<file path="src/rtl/div_seq.sv">
// Iterative 32-bit restoring divider for div/divu, one quotient bit per cycle.
// Define DIV_SIGNED_EN to compile in signed operand handling and result sign fixup.
module div_seq (
    input  logic        clk,
    input  logic        rst,
    input  logic        i_start,
    input  logic        i_signed,
    input  logic [31:0] i_dividend,
    input  logic [31:0] i_divisor,
    input  logic        i_annul,
    output logic        o_busy,
    output logic        o_ready,
    output logic [63:0] o_result
);

    typedef enum logic [1:0] {StIdle, StByzero, StRun, StDone} state_e;

    state_e      state_q, state_d;
    logic [4:0]  cnt_q;
    logic [32:0] rem_q;
    logic [31:0] quo_q;
    logic [31:0] dvsr_q;
    logic [63:0] result_q;

    logic        accept;
    logic [31:0] mag_dvd, mag_dvs;
    logic [32:0] shifted;
    logic [33:0] trial;
    logic [32:0] rem_next;
    logic [31:0] quo_next;
    logic [31:0] quo_fix, rem_fix;

    assign accept = i_start & ~i_annul;

`ifdef DIV_SIGNED_EN
    logic neg_dvd, neg_dvs;
    logic sgn_dvd_q, sgn_dvs_q;

    assign neg_dvd = i_signed & i_dividend[31];
    assign neg_dvs = i_signed & i_divisor[31];
    assign mag_dvd = neg_dvd ? (~i_dividend + 32'd1) : i_dividend;
    assign mag_dvs = neg_dvs ? (~i_divisor + 32'd1) : i_divisor;
    // 0x80000000 / -1 wraps naturally: magnitude quotient 2^31 negates to itself.
    assign quo_fix = (sgn_dvd_q ^ sgn_dvs_q) ? (~quo_next + 32'd1) : quo_next;
    assign rem_fix = sgn_dvd_q ? (~rem_next[31:0] + 32'd1) : rem_next[31:0];

    always_ff @(posedge clk) begin
        if (rst) begin
            sgn_dvd_q <= 1'b0;
            sgn_dvs_q <= 1'b0;
        end else if (state_q == StIdle && accept) begin
            sgn_dvd_q <= neg_dvd;
            sgn_dvs_q <= neg_dvs;
        end
    end
`else
    logic unused_signed;

    assign unused_signed = i_signed;
    assign mag_dvd       = i_dividend;
    assign mag_dvs       = i_divisor;
    assign quo_fix       = quo_next;
    assign rem_fix       = rem_next[31:0];
`endif

    // One restoring step: shift {rem, quo} left, keep the trial if it did not borrow.
    assign shifted  = {rem_q[31:0], quo_q[31]};
    assign trial    = {1'b0, shifted} - {2'b00, dvsr_q};
    assign rem_next = trial[33] ? shifted : trial[32:0];
    assign quo_next = {quo_q[30:0], ~trial[33]};

    always_ff @(posedge clk) begin
        if (rst) begin
            state_q <= StIdle;
        end else begin
            state_q <= state_d;
        end
    end

    always_comb begin
        state_d = state_q;
        unique case (state_q)
            StIdle: begin
                if (accept) begin
                    state_d = (i_divisor == 32'd0) ? StByzero : StRun;
                end
            end
            StByzero: state_d = i_annul ? StIdle : StDone;
            StRun: begin
                if (i_annul) begin
                    state_d = StIdle;
                end else if (cnt_q == 5'd31) begin
                    state_d = StDone;
                end
            end
            StDone: begin
                if (i_annul || !i_start) begin
                    state_d = StIdle;
                end
            end
            default: state_d = StIdle;
        endcase
    end

    always_comb begin
        o_busy  = (state_q == StByzero) || (state_q == StRun);
        o_ready = (state_q == StDone);
    end

    always_ff @(posedge clk) begin
        if (rst) begin
            cnt_q    <= 5'd0;
            rem_q    <= 33'd0;
            quo_q    <= 32'd0;
            dvsr_q   <= 32'd0;
            result_q <= 64'd0;
        end else begin
            unique case (state_q)
                StIdle: begin
                    result_q <= 64'd0;
                    if (accept && i_divisor != 32'd0) begin
                        cnt_q  <= 5'd0;
                        rem_q  <= 33'd0;
                        quo_q  <= mag_dvd;
                        dvsr_q <= mag_dvs;
                    end
                end
                StByzero: result_q <= 64'd0;
                StRun: begin
                    if (!i_annul) begin
                        rem_q <= rem_next;
                        quo_q <= quo_next;
                        cnt_q <= cnt_q + 5'd1;
                        if (cnt_q == 5'd31) begin
                            result_q <= {rem_fix, quo_fix};
                        end
                    end
                end
                StDone: begin
                    if (i_annul || !i_start) begin
                        result_q <= 64'd0;
                    end
                end
                default: result_q <= 64'd0;
            endcase
        end
    end

    assign o_result = result_q;

endmodule

</file>
<file path="config.mk">
export PLATFORM = sky130hd
export DESIGN_NAME = div_seq
export DESIGN_NICKNAME = d
export VERILOG_FILES = /design/src/rtl/div_seq.sv
export SDC_FILE = /design/constraint.sdc
export NUM_CORES = 1
export LEC_CHECK = 0
export CORE_MARGIN = 2
export CORE_UTILIZATION = 44
export CTS_CLUSTER_SIZE = 20
export DETAILED_ROUTE_END_ITERATION = 10
export GPL_ROUTABILITY_DRIVEN = 0
export MAX_ROUTING_LAYER = met4
export PLACE_DENSITY_LB_ADDON = 0.2
export SYNTH_ARGS = -nofsm -noshare
export SYNTH_HDL_FRONTEND = slang
export SYNTH_SLANG_ARGS = --single-unit
</file>
<file path="constraint.sdc">
create_clock -name clk -period 2.8 [get_ports clk]
set_input_delay 0.56 -clock clk [delete_from_list [all_inputs] [get_ports clk]]
set_output_delay 0.56 -clock clk [all_outputs]
set_load 0.005 [all_outputs]
</file>
==> metrics list <==
- Status: finished, final reports clean
- Reg2reg setup slack: just under 70 ps
* Crit start category: flip-flop
- Detailed routing inserted a total of ~7800 vias.
* Avg WL per Cell: about 15 um
- Net count of the mapped netlist: 1123
- The count of cells in the finished layout, fillers not included, comes to between 1000 and 1500.
- Setup repair after global routing could not meet its margin everywhere.
- After synthesis the netlist holds a flip-flop and latch count of between 150 and 200.
* Fmax: between 300 and 400 MHz
- Row count: just over 50
- In this run the critical register-to-register path is launched from rem_q[3]$_SDFFE_PP0P_.
* Worst slack after detailed placement: -216 ps
- Die Width: 144 um
- Total clock buffers created by CTS: 17
- Clock tree root buffer cell: sky130_fd_sc_hd__clkbuf_16
- Cell area power density: slightly above 900 nW/um2
- Across the VDD grid, the largest voltage drop is around 630 uV.
- In the routed design, unresolved DRC markers number 0.
- Maxcap violations: 0
- Clock sink total: approximately 170
- Least setup slack across all paths after layout: about 69 ps
- The H-tree generated during clock tree synthesis spans 4 levels.
- In the synthesized netlist, the number of instances is slightly above 1000.
* Fin crit period: about 2700 ps
* Total die area: 20600 um2
- Half-perimeter wire length of the detailed placement result: about 16000 um
- The largest single stage delay on the critical path is between 300 and 400 ps.
- Top cell type's share of synthesized area: 38.9%
* Pin count of the biggest net entering global routing: between 80 and 90
* Final setup fails: 0
- The slowest stage of the critical path belongs to the cell sky130_fd_sc_hd__ha_1.
- The number of hold violations in the final report was 0.
- The placed instances occupy a cell area of around 11000 um2.
- At the worst endpoint, the arrival time is roughly 3000 ps.
* Critical path data required time: roughly 3200 ps
- The cell family contributing the most delay on the critical path is compound AO/OA/AOI/OAI gates.
- For this run, the leading register cell type out of synthesis is sky130_fd_sc_hd__dfxtp_1.
* Leakage power figure: roughly 4.6 nW
- For hold timing, the worst endpoint is o_result[21]$_SDFFE_PP0P_.
* Count of final max-slew check failures: 0
- Of all nets on the critical path, the largest fanout is 5.
- WP buf/inv: 1
- Counting flops with a built-in enable in the synthesized netlist gives 0.
- Maximum clock insertion buffer count: 2
- The floorplan step defined a core boundary enclosing about 19000 um2.
* YS warnings: 0
- For this block, the initial DRC count from the detailed router was about 500.
- The die is between 100 and 150 um tall.
* Category of the critical setup timing path: reg2reg
* Capture point of the worst reg-to-reg path: o_result[56]$_SDFFE_PP0P_
* Cell type with the largest total area after synthesis: sky130_fd_sc_hd__dfxtp_1
- After clock tree synthesis, the clock-pin slew on the worst setup and hold paths is ~70 ps.
- The most numerous cell type found on the critical path is sky130_fd_sc_hd__a21oi_1.
- By count the netlist is led by sky130_fd_sc_hd__dfxtp_1, sky130_fd_sc_hd__nand2_1, sky130_fd_sc_hd__nor2_1.
- Of all flip-flops after synthesis, the portion carrying an async set or reset was 0%.
- At the end of the flow, the number of nets in the layout was between 1000 and 1500.
* Synth unique cells: roughly 60
- Wires add up to 22200 um.
* Layout cells sized above 1: roughly 14%
- Sorting the synthesized cells by area gives the leading types as sky130_fd_sc_hd__dfxtp_1, sky130_fd_sc_hd__mux2i_1, sky130_fd_sc_hd__ha_1, sky130_fd_sc_hd__nand2_1, sky130_fd_sc_hd__nor2_1.
- Grt total ovfl: 0
- Most common cell in the synthesized netlist: sky130_fd_sc_hd__dfxtp_1
- A synthesized cell averages ~8.5 um2.
* I/O Pins: ~140
- Clk_lat worst skew: 440 ps
- Initial Util: between 40% and 50%
- The detail route stage leaves a number of antenna-violating nets equal to 0.
- The number of global-route vias before repair was 7122.
- First-pass GRT wire length: between 30000 and 40000 um
- The number of antenna violations at the first check in global routing is 0.
- Buffers inserted to repair hold after CTS numbered 0.
- Hold_sp: o_result[21]$_SDFFE_PP0P_
- After routing the design area is about 12000 um2.
* Launching instance or port of the critical path: rem_q[3]$_SDFFE_PP0P_
- Actual transition at the worst max-transition pin: 794 ps
* Average via count per standard cell: around 5.3
- Min-delay worst type: reg2reg
* Area growth from synthesis to final layout: 34.5%
- Walking the worst path, the cells encountered are ha_1 > a21o_1 > a21oi_1 > o211ai_1 > a21oi_1 > o21ai_1 > buf_4 > a221oi_1 > xnor2_1 > nand2_1 > a31oi_1.
- Crit path capture type: flip-flop
* Cell total after placement: 1430
* Number of antenna repair diodes: 0
- Hold depth: 2
- Number of detailed-route iterations in the first pass: 6
- The share of the Yosys chip area taken by registers is about two fifths.
- Global routing used 22.6% of the available tracks across all layers.
- Max-Slew Margin vs Limit: between 40 and 50%
- Period utilization: a little over nine tenths
- TritonCTS built the clock tree.
- Summed instance area of the synthesized netlist: roughly 8600 um2
- FF-to-FF path depth: 11
- Clock skew after layout: approximately 9.9 ps
- Input and output buffers added on the ports amount to 133.
## layout make-up
class	instances	area [um2]
fill	1779	7790
multi-input combinational	742	4980
sequential	167	3340
timing repair buffer	219	2080
clock buffer	18	439
tap	265	332
clock inverter	14	209
inverter	41	154
## layout by cell type, fill, tap and decap left out, drive strengths merged, types with 3 or more instances in the layout
cell and instances:
a211oi 38, a21o 20, a21oi 75, a2bb2oi 18
a311oi 6, a31oi 12, and3 8, and4 5
buf 87, bufinv 4, clkbuf 18, clkdlybuf4s50 132
dfxtp 167, ha 37, inv 49, mux2i 86
nand2 118, nand3 55, nand3b 3, nand4 14
nor2 112, nor2b 4, nor3b 4, nor4 8
o211ai 9, o21a 4, o21ai 45, o31ai 4
or3 3, xnor2 16, xor2 11
## logic make-up after synthesis
group / after synthesis / synth area share (%)
simple gates: 342 / 18.0
compound gates: 249 / 19.4
flops: 167 / 38.9
buf+inv: 107 / 5.32
mux: 86 / 10.0
fa+ha+maj: 38 / 5.63
xor+xnor: 27 / 2.75
## state kept, by name, indices dropped and copies added, names as in the netlist
| name | count |
|---|---|
| dvsr_q | 32 |
| rem_q | 32 |
| state_q | 2 |
| quo_q | 32 |
| o_result | 64 |
| cnt_q | 5 |
## power breakdown
part	internal, W	switching [W]
clock	0.00155	0.00107
sequential	0.00266	0.000192
combinational	0.00245	0.00279
## metal layers
metal	part of all wire [%]	wire length, um	up-vias	global-route usage, %
met5	0	0	-	-
li1	-	-	3958	-
met1	49	10900	3602	31.0
met2	45	10100	187	34.7
met4	1.5	339	0	6.55
met3	4.0	883	26	3.17
## per-stage QoR
stage	setup TNS, ps	total power [W]	hold WS, ps	util [%]
after detailed placement	-14590	0.00778	446	55.3
after CTS	0	0.0104	455	58.7
final	0	0.0107	452	59.7
after global routing	-651	0.0114	470	59.7
after floorplan	0	0.00610	436	-
after global placement	-11800	0.00772	441	55.3
## worst register-to-register path, cell delays in order (launching register included)
cell and delay [ps]:
sky130_fd_sc_hd__dfxtp_1 340, sky130_fd_sc_hd__ha_1 370, sky130_fd_sc_hd__a21o_1 200, sky130_fd_sc_hd__a21oi_1 170
sky130_fd_sc_hd__o211ai_1 200, sky130_fd_sc_hd__a21oi_1 270, sky130_fd_sc_hd__o21ai_1 110, sky130_fd_sc_hd__buf_4 160
sky130_fd_sc_hd__a221oi_1 350, sky130_fd_sc_hd__xnor2_1 240, sky130_fd_sc_hd__nand2_1 90, sky130_fd_sc_hd__a31oi_1 160
## worst max path at each step
stage | endpoint | slack (ps) | cells past startpoint
detailed placement | quo_q[0]$_SDFFE_PP0P_ | -220 | 10
CTS | rem_q[30]$_SDFFE_PP0P_ | 10 | 13
global placement | quo_q[0]$_SDFFE_PP0P_ | -190 | 10
finish | o_result[56]$_SDFFE_PP0P_ | 70 | 11
global route | o_result[63]$_SDFFE_PP0P_ | -80 | 12
floorplan | o_result[55]$_SDFFE_PP0P_ | 320 | 12
## repair_timing
item                       in CTS  in global routing
resized for setup               0                 41
buffers inserted                0                  4
setup endpoints to repair       0                 55
Power figures use the tool's default switching activity.
